File: src/rtl/instruction_fetcher.sv
// rtl/instruction_fetcher.sv - fetch stage: PC, icache probe, miss refill, output register.
// Optional static JAL prediction enabled by defining STATIC_JAL_PREDICT_EN.
module instruction_fetcher #(
    parameter logic [31:0] RESET_PC = 32'h0000_0000,
    parameter int unsigned PC_STEP  = 4
) (
    input  logic        clk,
    input  logic        rst,
    input  logic        rdy,
    input  logic        flush,
    input  logic [31:0] flush_pc,
    output logic [31:0] icache_addr,
    input  logic        icache_hit,
    input  logic [31:0] icache_data,
    output logic        icache_wr,
    output logic [31:0] icache_wdata,
    output logic        mem_valid,
    output logic [31:0] mem_addr,
    input  logic        mem_ready,
    input  logic [31:0] mem_data,
    output logic        out_valid,
    input  logic        out_ready,
    output logic [31:0] out_inst,
    output logic [31:0] out_pc,
    output logic        out_pred_taken
);

    typedef enum logic [1:0] {FETCH, MEM_WAIT, REFILL, DRAIN} state_t;

    state_t      state_q;
    logic [31:0] pc_q;
    logic        mem_valid_q;
    logic [31:0] mem_addr_q;
    logic [31:0] icache_wdata_q;
    logic        out_valid_q;
    logic [31:0] out_inst_q;
    logic [31:0] out_pc_q;
    logic        out_pred_taken_q;

    logic        out_free;
    logic [31:0] pc_hit_d;
    logic        pred_d;

`ifdef STATIC_JAL_PREDICT_EN
    logic [31:0] jal_imm;
    assign jal_imm = {{11{icache_data[31]}}, icache_data[31], icache_data[19:12],
                      icache_data[20], icache_data[30:21], 1'b0};
`endif

    // Next PC after delivering the word currently returned by the cache.
    always_comb begin
        pc_hit_d = pc_q + 32'(PC_STEP);
        pred_d   = 1'b0;
`ifdef STATIC_JAL_PREDICT_EN
        if (icache_data[6:0] == 7'b1101111) begin
            pc_hit_d = pc_q + jal_imm;
            pred_d   = 1'b1;
        end
`endif
    end

    assign out_free = !out_valid_q || out_ready;

    always_ff @(posedge clk) begin
        if (rst) begin
            state_q          <= FETCH;
            pc_q             <= RESET_PC;
            mem_valid_q      <= 1'b0;
            mem_addr_q       <= 32'h0;
            icache_wdata_q   <= 32'h0;
            out_valid_q      <= 1'b0;
            out_inst_q       <= 32'h0;
            out_pc_q         <= 32'h0;
            out_pred_taken_q <= 1'b0;
        end else if (rdy) begin
            if (out_valid_q && out_ready) begin
                out_valid_q <= 1'b0;
            end
            if (flush) begin
                pc_q        <= flush_pc;
                out_valid_q <= 1'b0;
                // An outstanding memory request must still be retired before refetching.
                case (state_q)
                    MEM_WAIT, DRAIN: begin
                        if (mem_ready) begin
                            mem_valid_q <= 1'b0;
                            state_q     <= FETCH;
                        end else begin
                            state_q <= DRAIN;
                        end
                    end
                    default: state_q <= FETCH;
                endcase
            end else begin
                case (state_q)
                    FETCH: begin
                        if (icache_hit) begin
                            if (out_free) begin
                                out_valid_q      <= 1'b1;
                                out_inst_q       <= icache_data;
                                out_pc_q         <= pc_q;
                                out_pred_taken_q <= pred_d;
                                pc_q             <= pc_hit_d;
                            end
                        end else begin
                            mem_valid_q <= 1'b1;
                            mem_addr_q  <= pc_q;
                            state_q     <= MEM_WAIT;
                        end
                    end
                    MEM_WAIT: begin
                        if (mem_ready) begin
                            mem_valid_q    <= 1'b0;
                            icache_wdata_q <= mem_data;
                            state_q        <= REFILL;
                        end
                    end
                    REFILL: state_q <= FETCH;
                    DRAIN: begin
                        if (mem_ready) begin
                            mem_valid_q <= 1'b0;
                            state_q     <= FETCH;
                        end
                    end
                    default: state_q <= FETCH;
                endcase
            end
        end
    end

    assign icache_addr    = pc_q;
    assign icache_wr      = (state_q == REFILL) && rdy && !flush && !rst;
    assign icache_wdata   = icache_wdata_q;
    assign mem_valid      = mem_valid_q;
    assign mem_addr       = mem_addr_q;
    assign out_valid      = out_valid_q;
    assign out_inst       = out_inst_q;
    assign out_pc         = out_pc_q;
    assign out_pred_taken = out_pred_taken_q;

endmodule

File: config.mk
export PLATFORM = sky130hd
export DESIGN_NAME = instruction_fetcher
export DESIGN_NICKNAME = d
export VERILOG_FILES = /design/src/rtl/instruction_fetcher.sv
export SDC_FILE = /design/constraint.sdc
export NUM_CORES = 1
export LEC_CHECK = 0
export CAP_MARGIN = 30
export CORE_MARGIN = 2
export CORE_UTILIZATION = 43
export DETAILED_ROUTE_END_ITERATION = 12
export PLACE_DENSITY = 0.89
export SYNTH_ARGS = -nofsm -noshare
export SYNTH_HDL_FRONTEND = slang
export SYNTH_SLANG_ARGS = --single-unit
export TNS_END_PERCENT = 20
File: constraint.sdc
create_clock -name clk -period 3.3 [get_ports clk]
set_input_delay 0.99 -clock clk [delete_from_list [all_inputs] [get_ports clk]]
set_output_delay 0.99 -clock clk [all_outputs]
set_load 0.05 [all_outputs]
==> results.yml <==
outcome:
  outcome: "complete, no violations"
synthesis:
  ys_ff_latch: 164
  ys_top_cells_by_area: "dfxtp_1, nand2_1, a21oi_1"
  synth_top_area_cell: "dfxtp_1"
  syn_nets: 978
  syn_area_sq_um: 6650
  synth_async_sr_flop_share: 0
  postSynthCellCount: 874
  ys_seq_area_frac: 0.494
  synthDistinctLibCells: 47
  synth-main-ff-cell: "dfxtp_1"
  postSynthAreaPerCell_sq_um: 7.60
  ys_warn_count: 0
  synth-edff-count: 0
  synth_top_area_frac: 0.494
setup_path:
  crit_path_end_kind: "output pin"
  timing.rr.start: "icache_addr[2]$_SDFFE_PP0P_"
  crit_path_start: "rdy"
  path_max_fanout: 3
  r2r_setup_slack_ns: 0.92
  crit_required_ns: 2.31
  slowest_delay_ns: 0.50
  crit_family: "buffers and inverters"
  worstPathArrival_ns: 2.12
  cp.buffers_inverters: 3
  cp-start-kind: "input pin"
  crit_type: "input pin to output pin"
  crit_slowest_cell: "clkdlybuf4s50_1"
  path_cells: "clkdlybuf4s50_1 -> inv_1 -> nor2_1 -> and3_1 -> buf_4"
clocking:
  htreeDepth: 4
  cts_root_buffer: "clkbuf_16"
  path_clk_slew_ns: 0.06
  cts_buffers: 17
  tritoncts: "done"
  hold_buffers: 0
  post_cts_resize_count: 0
  cts_sinks: 164
  post_cts_buffers: 0
  clockBufferDepth: 2
  clock_latency_ns: 0.43
cells_and_area:
  nNetsFinal: 1220
  fillers: 1206
  diodes: 0
  syn2layout_area_growth_pct: 52.4
  drive_above_1_share: 0.0656
floorplanning:
  coreArea_sq_um: 15100
  num_rows: 45
  chipWidth_microns: 128
  dieHeight_microns: 128
  dieArea_sq_um: 16500
  start_util: 0.439
  io_pins: 267
sta:
  finalMaxSlewViolations: 0
  timing.hold.ws_ns: 0.451
  period_needed_ns: 3.11
  setup_viol_count_final: 0
  skew_ns: 0.0114
  finalSetupTns_ns: 0
  tightest_slew_ns: 0.760
  finalCritPeriodShare: 0.941
  rsz0062_at_grt: "false"
  fmax_ghz: 0.322
  hold_violations: 0
  slew_headroom: 0.494
power_and_ir_drop:
  p_int_uw: 3590
  comb_power_share: 0.140
  power.total_uw: 4860
  pwr-share-clk: 0.429
  ir_drop_mv: 0.381
  switching_share: 0.261
  power_density_nw_per_um2: 480
  p_switching_uw: 1270
  power.leakage_uw: 0.00349
  seq_power_share: 0.431
placed_design:
  hpwl_microns: 15300
  gp_congestion: 0.842
  place.port_buffers: 265
global_route:
  grt_max_degree: 163
  grt_pass1_wl_microns: 34100
  grt_pass1_vias: 6648
  grt_overflow: 0
  antenna_found_initial: 0
  track_usage: 0.263
drt:
  routed_wl_microns: 22100
  drtIter0Drc: 611
  postRouteAntennaNets: 0
  dr.pass1.iters: 6
  wire_per_inst_microns: 16.8
  remaining_drc_errors: 0
  drt-vias-per-instance: 5.37
  via_count: 7072
min_path:
  min_path_type: "flop to flop"
  hp-start: "out_pc[3]$_SDFFE_PP0P_"
job:
  maxCapViolCount: 0
==> tightest hold or removal path, cell delays in order, from the launching register on <==
cell and delay (ns):
dfxtp_1 0.30, nand2_1 0.05, a21oi_1 0.05
==> power by group through the flow <==
stage / Combinational, uW / Sequential [uW] / Clock, uW
after detailed placement: 673 / 2140 / 0
after global placement: 665 / 2130 / 0
after CTS: 677 / 2090 / 2110
final: 679 / 2100 / 2080
after floorplan: 201 / 2290 / 0
after global routing: 721 / 2100 / 2190
==> state kept, by name, summed over array words and instances (netlist names) <==
register and flops:
icache_addr 32, mem_valid 1, state_q 2, icache_wdata 32, out_valid 1, out_inst 32, mem_addr 32, out_pc 32
==> cell type report <==
type	instances	area [sq um]	share of cell area
clock inverters	13	181	0.0179
well taps	188	235	0.0232
clock buffers	18	439	0.0434
repair buffers	293	2890	0.285
flip-flops and latches	164	3280	0.324
inverters	7	26.3	0.00259
multi-input cells	633	3070	0.303
==> cells in the mapped netlist (3+ instances only) <==
master / count
o31ai_1: 4
nand2_1: 289
a22oi_1: 8
a21oi_1: 149
nor2_1: 37
inv_1: 6
a31oi_1: 6
a31o_2: 4
nand3_1: 18
clkbuf_1: 54
o22ai_1: 8
and2_1: 7
mux2i_1: 11
nand4_1: 9
a32o_1: 3
a21o_1: 4
nor4_1: 6
and3_1: 11
nor3_1: 8
and4_1: 5
buf_1: 9
a211oi_1: 5
o21ai_0: 16
dfxtp_1: 164
buf_2: 4
==> per-layer routing <==
layer  vias to the layer above  routed length (microns)  part of all wire  track usage
met4                         0                      605             0.027        0.101
met3                        48                     1920             0.087       0.0705
met5                         -                        0                 0            0
li1                       3446                        -                 -            -
met1                      3253                     8750              0.40        0.313
met2                       325                    10800              0.49        0.454
==> placed cells by master, fill, tap and decap left out, drive strengths merged, types with 9 or more instances in the layout <==
cell,count
nand3,19
buf,31
mux2i,11
clkbuf,18
clkdlybuf4s50,262
nand4,9
o21ai,16
nand2,289
dfxtp,164
a21oi,149
nor2,37
and3,13
==> final timing paths <==
check	endpoint	cells after the start
setup / recovery	icache_wr	5
hold reg to reg	out_pc[3]$_SDFFE_PP0P_	2
hold / removal	out_pc[3]$_SDFFE_PP0P_	2
setup reg to reg	icache_addr[28]$_SDFFE_PP0P_	6
==> kinds of logic (layout without fill, tap and decap cells) <==
family / count (synthesis) / count (layout) / synth area share
and+or+nand+nor: 403 / 403 / 0.258
AOI/OAI and AO/OA: 217 / 217 / 0.184
DFF: 164 / 164 / 0.494
buffers and inverters: 77 / 331 / 0.0456
muxes: 11 / 11 / 0.0166
adders and majority gates: 1 / 1 / 0.00188
other: 1 / 1 / 0.000564
==> through the flow <==
step | util | std cells | worst slack (ns) | area [sq um]
2_1_floorplan | - | 874 | 0.174 | 6650
3_5_place_dp | 0.628 | 1285 | 0.210 | 9510
3_3_place_gp | 0.628 | 1285 | 0.249 | 9510
5_1_grt | 0.669 | 1316 | 0.125 | 10100
4_1_cts | 0.669 | 1316 | 0.185 | 10100
6_report | 0.669 | 1316 | 0.195 | 10100
(Power assumes the default switching activity.)
